[src/rtl/my_encoder_drain.sv]
`default_nettype none
// ============================================================================
//  Module      : my_encoder_drain
//  Description : Sequential 32-to-5 encoder. Accepts a multi-hot 32-bit
//                register select vector over valid/ready and emits the 5-bit
//                index of every set bit, one per output handshake, in
//                priority order (lowest first when LSB_FIRST=1, else highest).
//
//  Ports:
//    clock       in   1   rising-edge clock
//    ctrl_reset  in   1   asynchronous active-low reset
//    in_valid    in   1   upstream vector available on in_vec
//    in_ready    out  1   block idle and able to accept a vector
//    in_vec      in  32   multi-hot select vector (bit k = register k)
//    out_valid   out  1   out_idx holds a valid index
//    out_ready   in   1   downstream consumes out_idx this cycle
//    out_idx     out  5   encoded register number
//    out_last    out  1   presented index is the final set bit
//    remaining   out  6   set bits still pending, including the presented one
//    zero_drop   out  1   one-cycle pulse: all-zero vector accepted/discarded
//
//  Revision    : 1.0  initial release
// ============================================================================
module my_encoder_drain #(
    parameter bit LSB_FIRST = 1'b1
) (
    input  logic        clock,
    input  logic        ctrl_reset,
    input  logic        in_valid,
    output logic        in_ready,
    input  logic [31:0] in_vec,
    output logic        out_valid,
    input  logic        out_ready,
    output logic [4:0]  out_idx,
    output logic        out_last,
    output logic [5:0]  remaining,
    output logic        zero_drop
);

    typedef enum logic [0:0] {
        S_IDLE  = 1'b0,
        S_DRAIN = 1'b1
    } state_t;

    state_t      r_state;
    logic [31:0] r_pending;

    logic [31:0] w_cleared;
    logic [31:0] w_src;
    logic [4:0]  w_enc;
    logic [5:0]  w_pop;

    // Pending bits after the currently presented index is consumed.
    assign w_cleared = r_pending & ~(32'd1 << out_idx);

    // All outputs are registered, so the next-cycle values are computed from
    // the vector that will be pending after this edge: the incoming vector
    // when idle, otherwise the pending set minus the emitted bit.
    assign w_src = (r_state == S_IDLE) ? in_vec : w_cleared;

    generate
        if (LSB_FIRST) begin : g_lsb_first
            always_comb begin
                w_enc = 5'd0;
                for (int i = 31; i >= 0; i--) begin
                    if (w_src[i]) w_enc = 5'(i);
                end
            end
        end else begin : g_msb_first
            always_comb begin
                w_enc = 5'd0;
                for (int i = 0; i < 32; i++) begin
                    if (w_src[i]) w_enc = 5'(i);
                end
            end
        end
    endgenerate

    always_comb begin
        w_pop = 6'd0;
        for (int i = 0; i < 32; i++) begin
            w_pop = w_pop + 6'(w_src[i]);
        end
    end

    always_ff @(posedge clock or negedge ctrl_reset) begin
        if (!ctrl_reset) begin
            r_state   <= S_IDLE;
            r_pending <= 32'd0;
            in_ready  <= 1'b1;
            out_valid <= 1'b0;
            out_idx   <= 5'd0;
            out_last  <= 1'b0;
            remaining <= 6'd0;
            zero_drop <= 1'b0;
        end else begin
            zero_drop <= 1'b0;
            case (r_state)
                S_IDLE: begin
                    if (in_valid) begin
                        if (in_vec != 32'd0) begin
                            r_pending <= in_vec;
                            r_state   <= S_DRAIN;
                            in_ready  <= 1'b0;
                            out_valid <= 1'b1;
                            out_idx   <= w_enc;
                            out_last  <= (w_pop == 6'd1);
                            remaining <= w_pop;
                        end else begin
                            zero_drop <= 1'b1;
                        end
                    end
                end
                S_DRAIN: begin
                    if (out_ready) begin
                        if (out_last) begin
                            r_pending <= 32'd0;
                            r_state   <= S_IDLE;
                            in_ready  <= 1'b1;
                            out_valid <= 1'b0;
                            out_idx   <= 5'd0;
                            out_last  <= 1'b0;
                            remaining <= 6'd0;
                        end else begin
                            r_pending <= w_cleared;
                            out_idx   <= w_enc;
                            out_last  <= (w_pop == 6'd1);
                            remaining <= w_pop;
                        end
                    end
                end
                default: r_state <= S_IDLE;
            endcase
        end
    end

endmodule
`default_nettype wire

[config.mk]
export PLATFORM = sky130hd
export DESIGN_NAME = my_encoder_drain
export DESIGN_NICKNAME = d
export VERILOG_FILES = /design/src/rtl/my_encoder_drain.sv
export SDC_FILE = /design/constraint.sdc
export NUM_CORES = 1
export LEC_CHECK = 0
export ABC_AREA = 1
export BUFFER_PORTS_ARGS = -buffer_cell sky130_fd_sc_hd__buf_2
export CAP_MARGIN = 20
export CORE_MARGIN = 10
export CORE_UTILIZATION = 59
export DETAILED_ROUTE_END_ITERATION = 8
export HOLD_SLACK_MARGIN = 0.02
export MAX_ROUTING_LAYER = met4
export PLACE_DENSITY = 0.85
export SKIP_CTS_REPAIR_TIMING = 1
export SYNTH_ARGS = -nofsm -noshare
export SYNTH_HDL_FRONTEND = slang
export SYNTH_SLANG_ARGS = --single-unit
[constraint.sdc]
create_clock -name clock -period 7.25 [get_ports clock]
set_input_delay 1.45 -clock clock [delete_from_list [all_inputs] [get_ports clock]]
set_output_delay 1.45 -clock clock [all_outputs]
set_load 0.05 [all_outputs]
* Word-level counts from Yosys, hierarchy flattened
Index checks and enable logic that the tools add are counted.
Storage, ports and cells: output and inout port bits 15, bits of input ports 36, bits in latches 0, word-level logic and storage cells 122, memories 0, flip-flop bits (word level) 48, memory bits (read-only) 0, RAM bits 0
Operators by class: $add $sub $neg 31, div/mod/pow operators 0, multiplexer cells 71, reduce and logical (&&, ||, !) cells 3, multiply operators 0, shifts and indexed selects 1, bitwise operators 3, order comparisons 0, equal/unequal tests 5
Operators by type and width (number):
- 5-bit two-way mux | 36
- 32-bit two-way mux | 5
- 6-bit by 1-bit adder with 6-bit output | 26
- 32-bit case mux with 2 select lines | 1
- 32-bit bitwise AND | 1
- 32-bit NOT | 1
- 32-bit nonzero test | 1
- 1-bit by 5-bit << shifter with 32-bit output, first input constant | 1
- 6-bit two-way mux | 4
- 1-bit two-way mux | 19
- 6-bit case mux with 2 select lines | 1
- 5-bit case mux with 2 select lines | 1
- 1-bit case mux with 2 select lines | 4
- 5-bit by 1-bit adder with 6-bit output | 1
- 6-bit by 1-bit == test with 1-bit output, second input constant | 1
- 2-bit != test, second input constant | 3
- 4-bit by 1-bit adder with 5-bit output | 1
- 3-bit by 1-bit adder with 4-bit output | 1
- 4-bit AND reduction | 1
- 2-bit by 1-bit adder with 3-bit output | 1
- 3-bit AND reduction | 1
- 1-bit by 1-bit adder with 2-bit output | 1
- 2-bit by 1-bit != test with 1-bit output, second input constant | 1
- 1-bit NOT | 1

* Longest topological paths before layout
Gate-level depths: netlist (run 1).
word-level depth 39, depth in mapped cells 37, gate-level depth less buffers 37

* Worst setup path after synthesis (run 1)
OpenSTA, ideal clock, no wires.
path type input to register, start point input port in_vec[23], end point register out_last, required time 7155 ps, path buffers 0, library setup time 95 ps, data arrival time 6366 ps, stages on the path 20, setup slack 789 ps, cell sequence inv_1 o21ai_0 inv_2 fa_1 fa_1 inv_1 fa_1 inv_1 fa_1 fa_1 fa_1 inv_1 ha_1 fa_1 a21oi_1 nor2_1 nor2_1 xor2_1 nand3_1 o31ai_1
Between the ends: cells in the longest elaborated chain, start to end 14, elaborated cells between the ends (all ways) 19, classes of those cells add/sub (9); eq/ne (2); mux (6); reduce/logical (2)
Ends and longest elaborated chain:
- start: declaration | line 31 | input logic [31:0] in_vec,
- 32-bit two-way mux | line 59 | assign w_src = (r_state == S_IDLE) ? in_vec : w_cleared;
- 6-bit by 1-bit adder with 6-bit output (9 in series) | line 82 | w_pop = w_pop + 6'(w_src[i]);
- 6-bit by 1-bit == test with 1-bit output | line 107, 127
- 1-bit two-way mux, on equally long branches | line 116, 101
- 1-bit two-way mux, on equally long branches | line 115, 100
- 1-bit case mux with 2 select lines | line 98 | case (r_state)
- end signal: assignment | line 107 | out_last <= (w_pop == 6'd1);
- end signal: assignment | line 127 | out_last <= (w_pop == 6'd1);
- end: declaration | line 35 | output logic out_last,
Several ways; a longest one is shown, not always the timed one. The select of a mux whose other input is x is not followed. A chain may end at the register's enable or synchronous reset.

* Final worst setup path (run 1)
start point register out_idx[2], end point register out_last
Between the ends: cells in the longest elaborated chain, start to end 39, elaborated cells between the ends (all ways) 41, classes of those cells add/sub (31); eq/ne (1); shift (1); mux (6); bitwise (2)
Ends and longest elaborated chain:
- start: declaration | line 34 | output logic [4:0] out_idx,
- start signal: assignment | line 106 | out_idx <= w_enc;
- start signal: assignment | line 126 | out_idx <= w_enc;
- 1-bit by 5-bit << shifter with 32-bit output (*) | line 54 | assign w_cleared = r_pending & ~(32'd1 << out_idx);
- 32-bit NOT (*) | line 54
- 32-bit bitwise AND (*) | line 54
- 32-bit two-way mux (*) | line 59
- 1-bit by 1-bit adder with 2-bit output | line 82
- 2-bit by 1-bit adder with 3-bit output | line 82
- 3-bit by 1-bit adder with 4-bit output | line 82
- 4-bit by 1-bit adder with 5-bit output | line 82
- 5-bit by 1-bit adder with 6-bit output | line 82
- 6-bit by 1-bit adder with 6-bit output (25 in series) | line 82
- 6-bit by 1-bit adder with 6-bit output (*) | line 82
- 6-bit by 1-bit == test with 1-bit output (*) | line 107, 127
- 1-bit two-way mux, on equally long branches | line 116, 101
- 1-bit two-way mux, on equally long branches | line 115, 100
- 1-bit case mux with 2 select lines (*) | line 98
Every way passes the cells marked *; elsewhere a longest branch is shown, timed or not. The select of a mux whose other input is x is not followed.

==> results of run 1 <==
## kinds of logic after synthesis
family                   share of synthesized area (%)
AND/OR/NAND/NOR                                  27.94
XOR/XNOR                                        0.8569
buffers and inverters                            12.27
adder cells (fa/ha/maj)                          13.71
flip-flops                                       29.41
AO/OA/AOI/OAI                                    15.82
## layout make-up
cell class / instances / area, µm²
Clock buffer: 5 / 68.82
Clock inverter: 3 / 22.52
Fill cell: 625 / 2285
Inverter: 94 / 381.6
Multi-Input combinational cell: 414 / 2396
Sequential cell: 48 / 1202
Tap cell: 80 / 100.1
Timing Repair Buffer: 55 / 300.3
## registers in the layout (all words and copies together) (netlist names)
| register | flops |
|---|---|
| out_valid | 1 |
| out_last | 1 |
| in_ready | 1 |
| zero_drop | 1 |
| r_state | 1 |
| remaining | 6 |
| out_idx | 5 |
| r_pending | 32 |
## worst max-delay path, stage by stage (launching register included)
cell and delay [ns]:
sky130_fd_sc_hd__dfrtp_1 0.60, sky130_fd_sc_hd__inv_2 0.17, sky130_fd_sc_hd__nor2_2 0.25, sky130_fd_sc_hd__nand2_1 0.16, sky130_fd_sc_hd__o21ai_1 0.19, sky130_fd_sc_hd__or2_1 0.13
sky130_fd_sc_hd__o21ai_0 0.12, sky130_fd_sc_hd__inv_2 0.12, sky130_fd_sc_hd__fa_1 0.42, sky130_fd_sc_hd__fa_1 0.55, sky130_fd_sc_hd__inv_1 0.06, sky130_fd_sc_hd__fa_1 0.53
sky130_fd_sc_hd__inv_1 0.06, sky130_fd_sc_hd__fa_1 0.58, sky130_fd_sc_hd__fa_1 0.46, sky130_fd_sc_hd__fa_1 0.55, sky130_fd_sc_hd__inv_1 0.04, sky130_fd_sc_hd__ha_1 0.22
sky130_fd_sc_hd__fa_1 0.44, sky130_fd_sc_hd__a21oi_1 0.15, sky130_fd_sc_hd__nor2_1 0.05, sky130_fd_sc_hd__nor2_1 0.11, sky130_fd_sc_hd__xor2_1 0.20, sky130_fd_sc_hd__nand3_1 0.09
sky130_fd_sc_hd__o31ai_1 0.26
## worst max-delay path by stage
stage	endpoint	slack, ns
2_1_floorplan	out_last	0.79
3_3_place_gp	out_last	0.47
3_5_place_dp	out_last	0.36
4_1_cts	out_last	0.65
5_1_grt	out_last	0.18
6_report	out_last	0.63
## metrics by stage
step	cell area (µm²)	util, %	setup WS (ns)
floorplan	4089	-	0.7885
global placement	4360	64.54	0.4742
detailed placement	4360	64.54	0.3596
CTS	4452	65.89	0.6463
global route	4472	66.19	0.1756
finish	4472	66.19	0.6316
## cell usage after synthesis, drive strengths merged, types with 9 or more instances
cell	count	area, µm²
a31oi	13	81.33
buf	9	56.30
clkbuf	17	63.81
dfrtp	47	1176
fa	23	460.4
inv	88	330.3
nand2	161	606.8
nand3	28	140.1
nor2	36	145.1
o21ai	66	349.1
o22ai	25	156.4
or2	23	143.9
## layer usage
metal  share of wire, %  wire, µm
met5                  0         0
met4                1.1       127
met3                9.2      1058
met2                 47      5436
met1                 42      4859
==> run_summary.xml, run 1 <==
<?xml version="1.0" encoding="UTF-8"?>
<metrics>
  <group name="global_routing">
    <metric name="grt_first_pass_wirelength" unit="µm">19150</metric>
    <metric name="grt_pass1_vias" unit="">3940</metric>
    <metric name="global_route.usage.met1" unit="%">28.98</metric>
    <metric name="track_usage" unit="%">23.14</metric>
    <metric name="antenna_found_initial" unit="">0</metric>
    <metric name="maximum_number_of_pins_on_one_net_before_global_route_repair" unit="">63</metric>
    <metric name="globalRouteMet3Util" unit="%">4.385</metric>
    <metric name="grt_overflow_total" unit="">0</metric>
    <metric name="top_usage_layer" unit="">met2</metric>
    <metric name="use_met2" unit="%">38.18</metric>
  </group>
  <group name="place">
    <metric name="io_buffers" unit="">50</metric>
    <metric name="place.gp.congestion" unit="">0.9602</metric>
    <metric name="detailed_place_hpwl" unit="µm">8724</metric>
    <metric name="dp.cells" unit="">690</metric>
  </group>
  <group name="synth">
    <metric name="synth_top_flop_cell" unit="">sky130_fd_sc_hd__dfrtp_1</metric>
    <metric name="post_synth.cell_area_avg" unit="µm²">7.026</metric>
    <metric name="synth_instances" unit="">582</metric>
    <metric name="synth_area" unit="mm²">0.004089</metric>
    <metric name="yosys_register_bits" unit="">48</metric>
    <metric name="postSynthNetCount" unit="">649</metric>
    <metric name="seq_area_frac_synth" unit="%">29.41</metric>
    <metric name="yosys_warnings" unit="">0</metric>
    <metric name="synth_async_sr_flop_share" unit="%">100.0</metric>
    <metric name="synth_edf_count" unit="">0</metric>
    <metric name="post_synth_num_cell_types" unit="">36</metric>
  </group>
  <group name="route">
    <metric name="postRouteAntennaNets" unit="">0</metric>
    <metric name="route.vias.total" unit="">4038</metric>
    <metric name="avgViaCountPerCell" unit="">5.777</metric>
    <metric name="drt_first_iter_violations" unit="">344</metric>
    <metric name="routedWlPerCell" unit="µm">16.42</metric>
    <metric name="remaining_drc_errors" unit="">0</metric>
    <metric name="drt_pre_antenna_iters" unit="">5</metric>
    <metric name="wirelength" unit="µm">11480</metric>
  </group>
  <group name="job">
    <metric name="maxCapViolCount" unit="">0</metric>
  </group>
  <group name="clock_tree">
    <metric name="cts_tree" unit="">yes</metric>
    <metric name="cts.clk_slew.worst_paths" unit="ns">0.10</metric>
    <metric name="cts_htree_levels" unit="">2</metric>
    <metric name="cts-buffers-inserted" unit="">5</metric>
    <metric name="cts_root_buf" unit="">sky130_fd_sc_hd__clkbuf_8</metric>
    <metric name="cts.sinks" unit="">48</metric>
    <metric name="insertion_delay" unit="ns">0.31</metric>
    <metric name="clockBufferDepth" unit="">2</metric>
  </group>
  <group name="worst_setup_path">
    <metric name="crit_path_start" unit="">out_idx[2]</metric>
    <metric name="end_kind" unit="">flop</metric>
    <metric name="reg2regPathDepth" unit="">24</metric>
    <metric name="crit_path_max_fo" unit="">12</metric>
    <metric name="arrival" unit="ns">6.83</metric>
    <metric name="worst-endpoint-required" unit="ns">7.46</metric>
    <metric name="startpoint_type" unit="">flop</metric>
    <metric name="setup.worst_path.class" unit="">reg -&gt; reg</metric>
    <metric name="regToRegSetupSlack" unit="ns">0.63</metric>
    <metric name="reg2reg_to" unit="">out_last</metric>
    <metric name="worst_r2r_startpoint" unit="">out_idx[2]</metric>
  </group>
  <group name="final_layout">
    <metric name="number_of_non_filler_instances_in_the_completed_layout" unit="">699</metric>
    <metric name="antennaDiodeCount" unit="">0</metric>
    <metric name="mostFrequentLayoutCells" unit="">sky130_fd_sc_hd__nand2_1, sky130_fd_sc_hd__inv_1, sky130_fd_sc_hd__o21ai_0</metric>
    <metric name="finalNetCount" unit="">685</metric>
    <metric name="flow.area_growth_from_synthesis" unit="%">9.364</metric>
    <metric name="drive_gt1_share" unit="%">16.48</metric>
    <metric name="layout.cells.most_common" unit="">sky130_fd_sc_hd__nand2_1</metric>
  </group>
  <group name="sta">
    <metric name="setup_repair_after_global_routing_missed_its_margin" unit="">no</metric>
    <metric name="finalMaxSlewViolations" unit="">0</metric>
    <metric name="fin_worst_hold_slack" unit="ns">0.4794</metric>
    <metric name="setup_viol" unit="">0</metric>
    <metric name="maximum_frequency_from_static_timing_analysis" unit="MHz">151.1</metric>
    <metric name="timing.slew.headroom" unit="%">30.29</metric>
    <metric name="finalHoldViolCount" unit="">0</metric>
    <metric name="tns" unit="ns">0</metric>
    <metric name="final.setup_skew" unit="ns">0.008796</metric>
    <metric name="worst_slew_pin_slew" unit="ns">1.039</metric>
    <metric name="final.period_utilization" unit="%">91.29</metric>
    <metric name="period_needed" unit="ns">6.618</metric>
  </group>
  <group name="die">
    <metric name="i_o_pins" unit="">51</metric>
    <metric name="fp.dieArea" unit="mm²">0.01066</metric>
    <metric name="floorplan.die.width" unit="µm">103.3</metric>
    <metric name="start_util" unit="%">60.52</metric>
    <metric name="die_height" unit="µm">103.3</metric>
    <metric name="row_count" unit="">30</metric>
    <metric name="design.core.area" unit="mm²">0.006756</metric>
  </group>
  <group name="min_path">
    <metric name="hold_path_end" unit="">r_pending[6]</metric>
    <metric name="min_path_type" unit="">reg -&gt; reg</metric>
    <metric name="hp_start" unit="">r_pending[6]</metric>
    <metric name="holdPathStages" unit="">2</metric>
  </group>
  <group name="outcome">
    <metric name="outcome" unit="">finished, final reports clean</metric>
  </group>
</metrics>
Power of run 1 is not shown: default switching activity piles up to over one toggle a cycle in this logic, so the estimate is an artifact.
==> run 2, diff against run 1 <==
BUFFER_PORTS_ARGS = not set   (was -buffer_cell sky130_fd_sc_hd__buf_2)
DONT_BUFFER_PORTS = 1   (was not set)
PLACE_DENSITY = 0.82   (was 0.85)
clock period = 5.5 ns   (was 7.25 ns; I/O delays follow)
==> run 2 against run 1 <==
Net effect:
- the flow now finishes with violations (setup timing)
- die area is the same
- via count is 6.1% higher
- sequential cell count unchanged
- core utilization rose by 7.3 points
- sequential share of layout area fell by 2.5 points
- final cell count increased by 2.4%
- wire length increased by 11%
- clock skew increased by 0.0088 ns
- first-iteration DRC count rose by 31%
- fmax rose by 13%
- hold slack lost 0.028 ns
- clock-buffer cell count unchanged
==> run_summary.xml, run 2 (synthesis results as in run 1) <==
<?xml version="1.0" encoding="UTF-8"?>
<metrics>
  <group name="outcome">
    <metric name="outcome" unit="">finished, violations left</metric>
    <metric name="failed_checks" unit="">setup timing</metric>
  </group>
  <group name="sta">
    <metric name="maximum_frequency_from_static_timing_analysis" unit="MHz">170.6</metric>
    <metric name="setup_viol" unit="">5</metric>
    <metric name="worst_slew_pin_slew" unit="ns">0.9175</metric>
    <metric name="final.period_utilization" unit="%">106.6</metric>
    <metric name="finalMaxSlewViolations" unit="">0</metric>
    <metric name="setup_repair_after_global_routing_missed_its_margin" unit="">yes</metric>
    <metric name="tns" unit="ns">-0.9807</metric>
    <metric name="timing.slew.headroom" unit="%">38.61</metric>
    <metric name="final.setup_skew" unit="ns">0.01761</metric>
    <metric name="final_worst_setup_slack" unit="ns">-0.3628</metric>
    <metric name="finalHoldViolCount" unit="">0</metric>
    <metric name="fin_worst_hold_slack" unit="ns">0.4519</metric>
    <metric name="period_needed" unit="ns">5.863</metric>
  </group>
  <group name="global_routing">
    <metric name="maximum_number_of_pins_on_one_net_before_global_route_repair" unit="">63</metric>
    <metric name="track_usage" unit="%">24.89</metric>
    <metric name="antenna_found_initial" unit="">0</metric>
    <metric name="grt_overflow_total" unit="">0</metric>
    <metric name="grt_first_pass_wirelength" unit="µm">20400</metric>
    <metric name="grt_pass1_vias" unit="">4251</metric>
  </group>
  <group name="worst_setup_path">
    <metric name="reg2reg_to" unit="">out_last</metric>
    <metric name="worst_r2r_startpoint" unit="">out_idx[2]</metric>
    <metric name="crit_path_max_fo" unit="">6</metric>
    <metric name="startpoint_type" unit="">flop</metric>
    <metric name="setup.worst_path.class" unit="">reg -&gt; reg</metric>
    <metric name="arrival" unit="ns">6.08</metric>
    <metric name="regToRegSetupSlack" unit="ns">-0.36</metric>
    <metric name="worst-endpoint-required" unit="ns">5.72</metric>
    <metric name="reg2regPathDepth" unit="">25</metric>
    <metric name="end_kind" unit="">flop</metric>
  </group>
  <group name="final_layout">
    <metric name="fillerInstances" unit="">509</metric>
    <metric name="mostFrequentLayoutCells" unit="">sky130_fd_sc_hd__nand2_1, sky130_fd_sc_hd__inv_1, sky130_fd_sc_hd__buf_4</metric>
    <metric name="antennaDiodeCount" unit="">0</metric>
    <metric name="biggestRegsByFlops" unit="">r_pending x32, remaining x6, out_idx x5</metric>
    <metric name="drive_gt1_share" unit="%">25.63</metric>
    <metric name="largest_register_ff_count" unit="">32</metric>
    <metric name="registers.top_by_ff_count" unit="">r_pending</metric>
    <metric name="layout.cells.most_common" unit="">sky130_fd_sc_hd__nand2_1</metric>
    <metric name="flow.area_growth_from_synthesis" unit="%">21.39</metric>
    <metric name="finalNetCount" unit="">702</metric>
  </group>
  <group name="clock_tree">
    <metric name="clockBufferDepth" unit="">2</metric>
    <metric name="cts.clk_slew.worst_paths" unit="ns">0.11</metric>
    <metric name="cts_htree_levels" unit="">2</metric>
    <metric name="insertion_delay" unit="ns">0.33</metric>
    <metric name="cts_tree" unit="">yes</metric>
    <metric name="cts-buffers-inserted" unit="">5</metric>
    <metric name="cts_root_buf" unit="">sky130_fd_sc_hd__clkbuf_8</metric>
    <metric name="cts.sinks" unit="">48</metric>
  </group>
  <group name="route">
    <metric name="remaining_drc_errors" unit="">0</metric>
    <metric name="routedWlPerCell" unit="µm">17.80</metric>
    <metric name="postRouteAntennaNets" unit="">0</metric>
    <metric name="wirelength" unit="µm">12740</metric>
    <metric name="avgViaCountPerCell" unit="">5.982</metric>
    <metric name="drt_first_iter_violations" unit="">449</metric>
    <metric name="route.vias.total" unit="">4283</metric>
    <metric name="drt_pre_antenna_iters" unit="">6</metric>
  </group>
  <group name="place">
    <metric name="detailed_place_hpwl" unit="µm">9532</metric>
    <metric name="pre_cts_ws" unit="ns">-0.4665</metric>
    <metric name="place.gp.congestion" unit="">1.024</metric>
    <metric name="io_buffers" unit="">0</metric>
  </group>
  <group name="job">
    <metric name="maxCapViolCount" unit="">0</metric>
  </group>
  <group name="die">
    <metric name="design.core.area" unit="mm²">0.006756</metric>
    <metric name="row_count" unit="">30</metric>
    <metric name="start_util" unit="%">60.52</metric>
    <metric name="floorplan.die.width" unit="µm">103.3</metric>
    <metric name="fp.dieArea" unit="mm²">0.01066</metric>
    <metric name="die_height" unit="µm">103.3</metric>
    <metric name="i_o_pins" unit="">51</metric>
  </group>
  <group name="min_path">
    <metric name="min_path_type" unit="">in -&gt; async</metric>
  </group>
</metrics>
==> run 2: cell types whose count changed in the layout (fill, tap and decap cells not counted), moves of 5 or more <==
cell,delta
sky130_fd_sc_hd__buf_2,-50
sky130_fd_sc_hd__inv_1,-10
sky130_fd_sc_hd__buf_4,+65
sky130_fd_sc_hd__dfrtp_2,+6
sky130_fd_sc_hd__o21ai_0,-19
sky130_fd_sc_hd__o21ai_2,+13
sky130_fd_sc_hd__dfrtp_1,-6
sky130_fd_sc_hd__inv_4,+5
==> run 2: metal layers <==
layer  track usage, %  vias up  part of all wire (%)
met5                -        -                     0
met4            7.380        0                   3.5
met3            6.179       54                    11
met2            40.66      262                    47
met1            29.89     1996                    38
li1                 -     1971                     -
==> run 2: worst max-delay path: stages, from the launching register on <==
cell	delay, ns
sky130_fd_sc_hd__dfrtp_2	0.47
sky130_fd_sc_hd__inv_4	0.08
sky130_fd_sc_hd__nor2_2	0.17
sky130_fd_sc_hd__nand2_2	0.12
sky130_fd_sc_hd__buf_4	0.16
sky130_fd_sc_hd__o21ai_2	0.12
sky130_fd_sc_hd__or2_1	0.13
sky130_fd_sc_hd__o21ai_2	0.07
sky130_fd_sc_hd__inv_2	0.07
sky130_fd_sc_hd__fa_1	0.43
sky130_fd_sc_hd__fa_1	0.49
sky130_fd_sc_hd__inv_1	0.05
sky130_fd_sc_hd__fa_1	0.49
sky130_fd_sc_hd__inv_1	0.06
sky130_fd_sc_hd__fa_1	0.50
sky130_fd_sc_hd__fa_1	0.45
sky130_fd_sc_hd__fa_1	0.51
sky130_fd_sc_hd__inv_1	0.05
sky130_fd_sc_hd__ha_2	0.19
sky130_fd_sc_hd__fa_2	0.35
sky130_fd_sc_hd__a21oi_2	0.12
sky130_fd_sc_hd__nor2_1	0.05
sky130_fd_sc_hd__nor2_1	0.12
sky130_fd_sc_hd__xor2_1	0.21
sky130_fd_sc_hd__nand3_1	0.10
sky130_fd_sc_hd__o31ai_1	0.21
==> run 2: metrics by stage <==
| stage | area (µm²) | utilization [%] | instances |
|---|---|---|---|
| 2_1_floorplan | 4278 | - | 582 |
| 3_3_place_gp | 4692 | 69.44 | 702 |
| 3_5_place_dp | 4692 | 69.44 | 702 |
| 4_1_cts | 4830 | 71.48 | 710 |
| 5_1_grt | 4964 | 73.46 | 716 |
| 6_report | 4964 | 73.46 | 716 |
==> run 2: layout make-up <==
class	instances	area, µm²	share of cell area (%)
multi-input cells	414	2530	50.97
well taps	80	100.1	2.017
repair buffers	72	569.3	11.47
clock buffers	5	68.82	1.386
inverters	94	416.7	8.394
clock inverters	3	68.82	1.386
flip-flops and latches	48	1210	24.38
==> run 2: worst max path at each step <==
stage	startpoint	endpoint	slack (ns)	depth (start not counted)
finish	out_idx[2]	out_last	-0.36	25
global route	out_idx[2]	out_last	-0.49	25
CTS	out_idx[1]	out_last	-0.49	21
detailed placement	out_idx[1]	out_last	-0.47	21
global placement	in_vec[15]	out_last	-0.27	18
floorplan	in_vec[25]	out_last	-0.09	20
Power of run 2 is left out for the same reason.
==> run 3, diff against run 2 <==
ABC_CLOCK_PERIOD_IN_PS = 5500   (was not set)
CORE_UTILIZATION = 38   (was 59)
PLACE_DENSITY = 0.58   (was 0.82)
==> run 3 against run 2 <==
Net effect:
- the flow still finishes with violations (setup timing)
- clock-buffer cell count rose by 1
- non-clock buffer count rose by 10
- first-iteration DRC count fell by 25%
- clock skew fell by 0.010 ns
- final cell count rose by 9.2%
- die area rose by 44%
- via count fell by 4.5%
- critical path depth fell by 2
- sequential share of layout area fell by 0.69 points
==> run_summary.xml, run 3 (synthesis results as in run 1) <==
<?xml version="1.0" encoding="UTF-8"?>
<metrics>
  <group name="route">
    <metric name="drt_first_iter_violations" unit="">336</metric>
    <metric name="wirelength" unit="µm">13220</metric>
    <metric name="postRouteAntennaNets" unit="">0</metric>
    <metric name="avgViaCountPerCell" unit="">5.229</metric>
    <metric name="remaining_drc_errors" unit="">0</metric>
    <metric name="route.vias.total" unit="">4089</metric>
    <metric name="drt_pre_antenna_iters" unit="">5</metric>
    <metric name="routedWlPerCell" unit="µm">16.91</metric>
  </group>
  <group name="outcome">
    <metric name="failed_checks" unit="">setup timing</metric>
    <metric name="outcome" unit="">finished, violations left</metric>
  </group>
  <group name="job">
    <metric name="maxCapViolCount" unit="">0</metric>
  </group>
  <group name="die">
    <metric name="floorplan.die.width" unit="µm">123.7</metric>
    <metric name="i_o_pins" unit="">51</metric>
    <metric name="die_height" unit="µm">123.7</metric>
    <metric name="row_count" unit="">37</metric>
    <metric name="start_util" unit="%">39.26</metric>
    <metric name="design.core.area" unit="mm²">0.01042</metric>
    <metric name="fp.dieArea" unit="mm²">0.01531</metric>
  </group>
  <group name="final_layout">
    <metric name="final_core_utilization" unit="%">49.05</metric>
    <metric name="drive_gt1_share" unit="%">27.40</metric>
    <metric name="largest_register_ff_count" unit="">32</metric>
    <metric name="layout.cells.most_common" unit="">sky130_fd_sc_hd__nand2_1</metric>
    <metric name="biggestRegsByFlops" unit="">r_pending x32, remaining x6, out_idx x5</metric>
    <metric name="finalNetCount" unit="">712</metric>
    <metric name="number_of_non_filler_instances_in_the_completed_layout" unit="">782</metric>
    <metric name="mostFrequentLayoutCells" unit="">sky130_fd_sc_hd__nand2_1, sky130_fd_sc_hd__buf_4, sky130_fd_sc_hd__inv_1</metric>
    <metric name="registers.top_by_ff_count" unit="">r_pending</metric>
    <metric name="antennaDiodeCount" unit="">0</metric>
    <metric name="flow.area_growth_from_synthesis" unit="%">24.94</metric>
  </group>
  <group name="worst_setup_path">
    <metric name="end_kind" unit="">flop</metric>
    <metric name="worst-endpoint-required" unit="ns">5.72</metric>
    <metric name="regToRegSetupSlack" unit="ns">-0.26</metric>
    <metric name="setup.worst_path.class" unit="">reg -&gt; reg</metric>
    <metric name="arrival" unit="ns">5.98</metric>
    <metric name="startpoint_type" unit="">flop</metric>
    <metric name="crit_path_max_fo" unit="">5</metric>
  </group>
  <group name="place">
    <metric name="io_buffers" unit="">0</metric>
    <metric name="dp.cells" unit="">768</metric>
    <metric name="detailed_place_hpwl" unit="µm">10360</metric>
    <metric name="place.gp.congestion" unit="">0.9511</metric>
  </group>
  <group name="global_routing">
    <metric name="maximum_number_of_pins_on_one_net_before_global_route_repair" unit="">49</metric>
    <metric name="grt_pass1_vias" unit="">4080</metric>
    <metric name="grt_overflow_total" unit="">0</metric>
    <metric name="track_usage" unit="%">18.29</metric>
    <metric name="antenna_found_initial" unit="">0</metric>
    <metric name="grt_first_pass_wirelength" unit="µm">21600</metric>
  </group>
  <group name="clock_tree">
    <metric name="cts.clk_slew.worst_paths" unit="ns">0.10</metric>
    <metric name="cts_tree" unit="">yes</metric>
    <metric name="cts_root_buf" unit="">sky130_fd_sc_hd__clkbuf_8</metric>
    <metric name="insertion_delay" unit="ns">0.31</metric>
    <metric name="clockBufferDepth" unit="">2</metric>
    <metric name="cts-buffers-inserted" unit="">5</metric>
    <metric name="cts.sinks" unit="">48</metric>
    <metric name="cts_htree_levels" unit="">2</metric>
  </group>
  <group name="sta">
    <metric name="final.period_utilization" unit="%">104.8</metric>
    <metric name="finalHoldViolCount" unit="">0</metric>
    <metric name="setup_repair_after_global_routing_missed_its_margin" unit="">yes</metric>
    <metric name="maximum_frequency_from_static_timing_analysis" unit="MHz">173.5</metric>
    <metric name="fin_worst_hold_slack" unit="ns">0.4696</metric>
    <metric name="worst_slew_pin_slew" unit="ns">0.8854</metric>
    <metric name="final_worst_setup_slack" unit="ns">-0.2622</metric>
    <metric name="setup_viol" unit="">4</metric>
    <metric name="tns" unit="ns">-0.5167</metric>
    <metric name="final.setup_skew" unit="ns">0.007245</metric>
    <metric name="timing.slew.headroom" unit="%">40.91</metric>
    <metric name="period_needed" unit="ns">5.762</metric>
    <metric name="finalMaxSlewViolations" unit="">0</metric>
  </group>
  <group name="min_path">
    <metric name="min_path_type" unit="">in -&gt; async</metric>
  </group>
</metrics>
## run 3: path summary, 6_finish.rpt
kind                                       to  cells past startpoint     startpoint
worst max-delay path                 out_last                     23     out_idx[0]
worst min-delay path            r_pending[23]                      0     ctrl_reset
worst max register to register       out_last                     23     out_idx[0]
worst min register to register  r_pending[20]                      2  r_pending[20]
max in group asynchronous            in_ready                      0     ctrl_reset
min in group clock              r_pending[20]                      2  r_pending[20]
## run 3: stage by stage
step | worst slack [ns] | cell area [µm²]
final | -0.2622 | 5109
after global placement | -0.4060 | 4837
after global routing | -0.5352 | 5109
after CTS | -0.4410 | 4933
after detailed placement | -0.4472 | 4837
after floorplan | -0.09316 | 4278
## run 3: routing by layer
| metal | GRT usage [%] | wire [µm] | share of wire, % |
|---|---|---|---|
| met1 | 25.05 | 6035 | 46 |
| met2 | 27.88 | 6064 | 46 |
| met3 | 3.710 | 1076 | 8.1 |
| met4 | 2.693 | 47 | 0.36 |
| met5 | - | 0 | 0 |
## run 3: final cells by class
| class | instances | area [µm²] |
|---|---|---|
| Clock inverter | 2 | 13.76 |
| Fill cell | 1082 | 5308 |
| Clock buffer | 6 | 82.58 |
| Timing Repair Buffer | 82 | 628.1 |
| Multi-Input combinational cell | 414 | 2585 |
| Sequential cell | 48 | 1210 |
| Tap cell | 136 | 170.2 |
| Inverter | 94 | 419.2 |
## run 3: critical path, stage by stage (launching register included)
cell	delay, ns
sky130_fd_sc_hd__dfrtp_2	0.45
sky130_fd_sc_hd__inv_2	0.08
sky130_fd_sc_hd__nor2_4	0.06
sky130_fd_sc_hd__buf_4	0.13
sky130_fd_sc_hd__nand3_1	0.10
sky130_fd_sc_hd__o21ai_2	0.06
sky130_fd_sc_hd__or2_2	0.30
sky130_fd_sc_hd__o21ai_4	0.09
sky130_fd_sc_hd__fa_1	0.48
sky130_fd_sc_hd__fa_1	0.54
sky130_fd_sc_hd__inv_1	0.06
sky130_fd_sc_hd__fa_1	0.46
sky130_fd_sc_hd__fa_1	0.53
sky130_fd_sc_hd__fa_1	0.45
sky130_fd_sc_hd__fa_1	0.50
sky130_fd_sc_hd__inv_1	0.04
sky130_fd_sc_hd__ha_2	0.19
sky130_fd_sc_hd__fa_2	0.35
sky130_fd_sc_hd__a21oi_2	0.13
sky130_fd_sc_hd__nor2_1	0.05
sky130_fd_sc_hd__nor2_1	0.12
sky130_fd_sc_hd__xor2_1	0.20
sky130_fd_sc_hd__nand3_1	0.11
sky130_fd_sc_hd__o31ai_2	0.19
Power of run 3 is left out for the same reason.
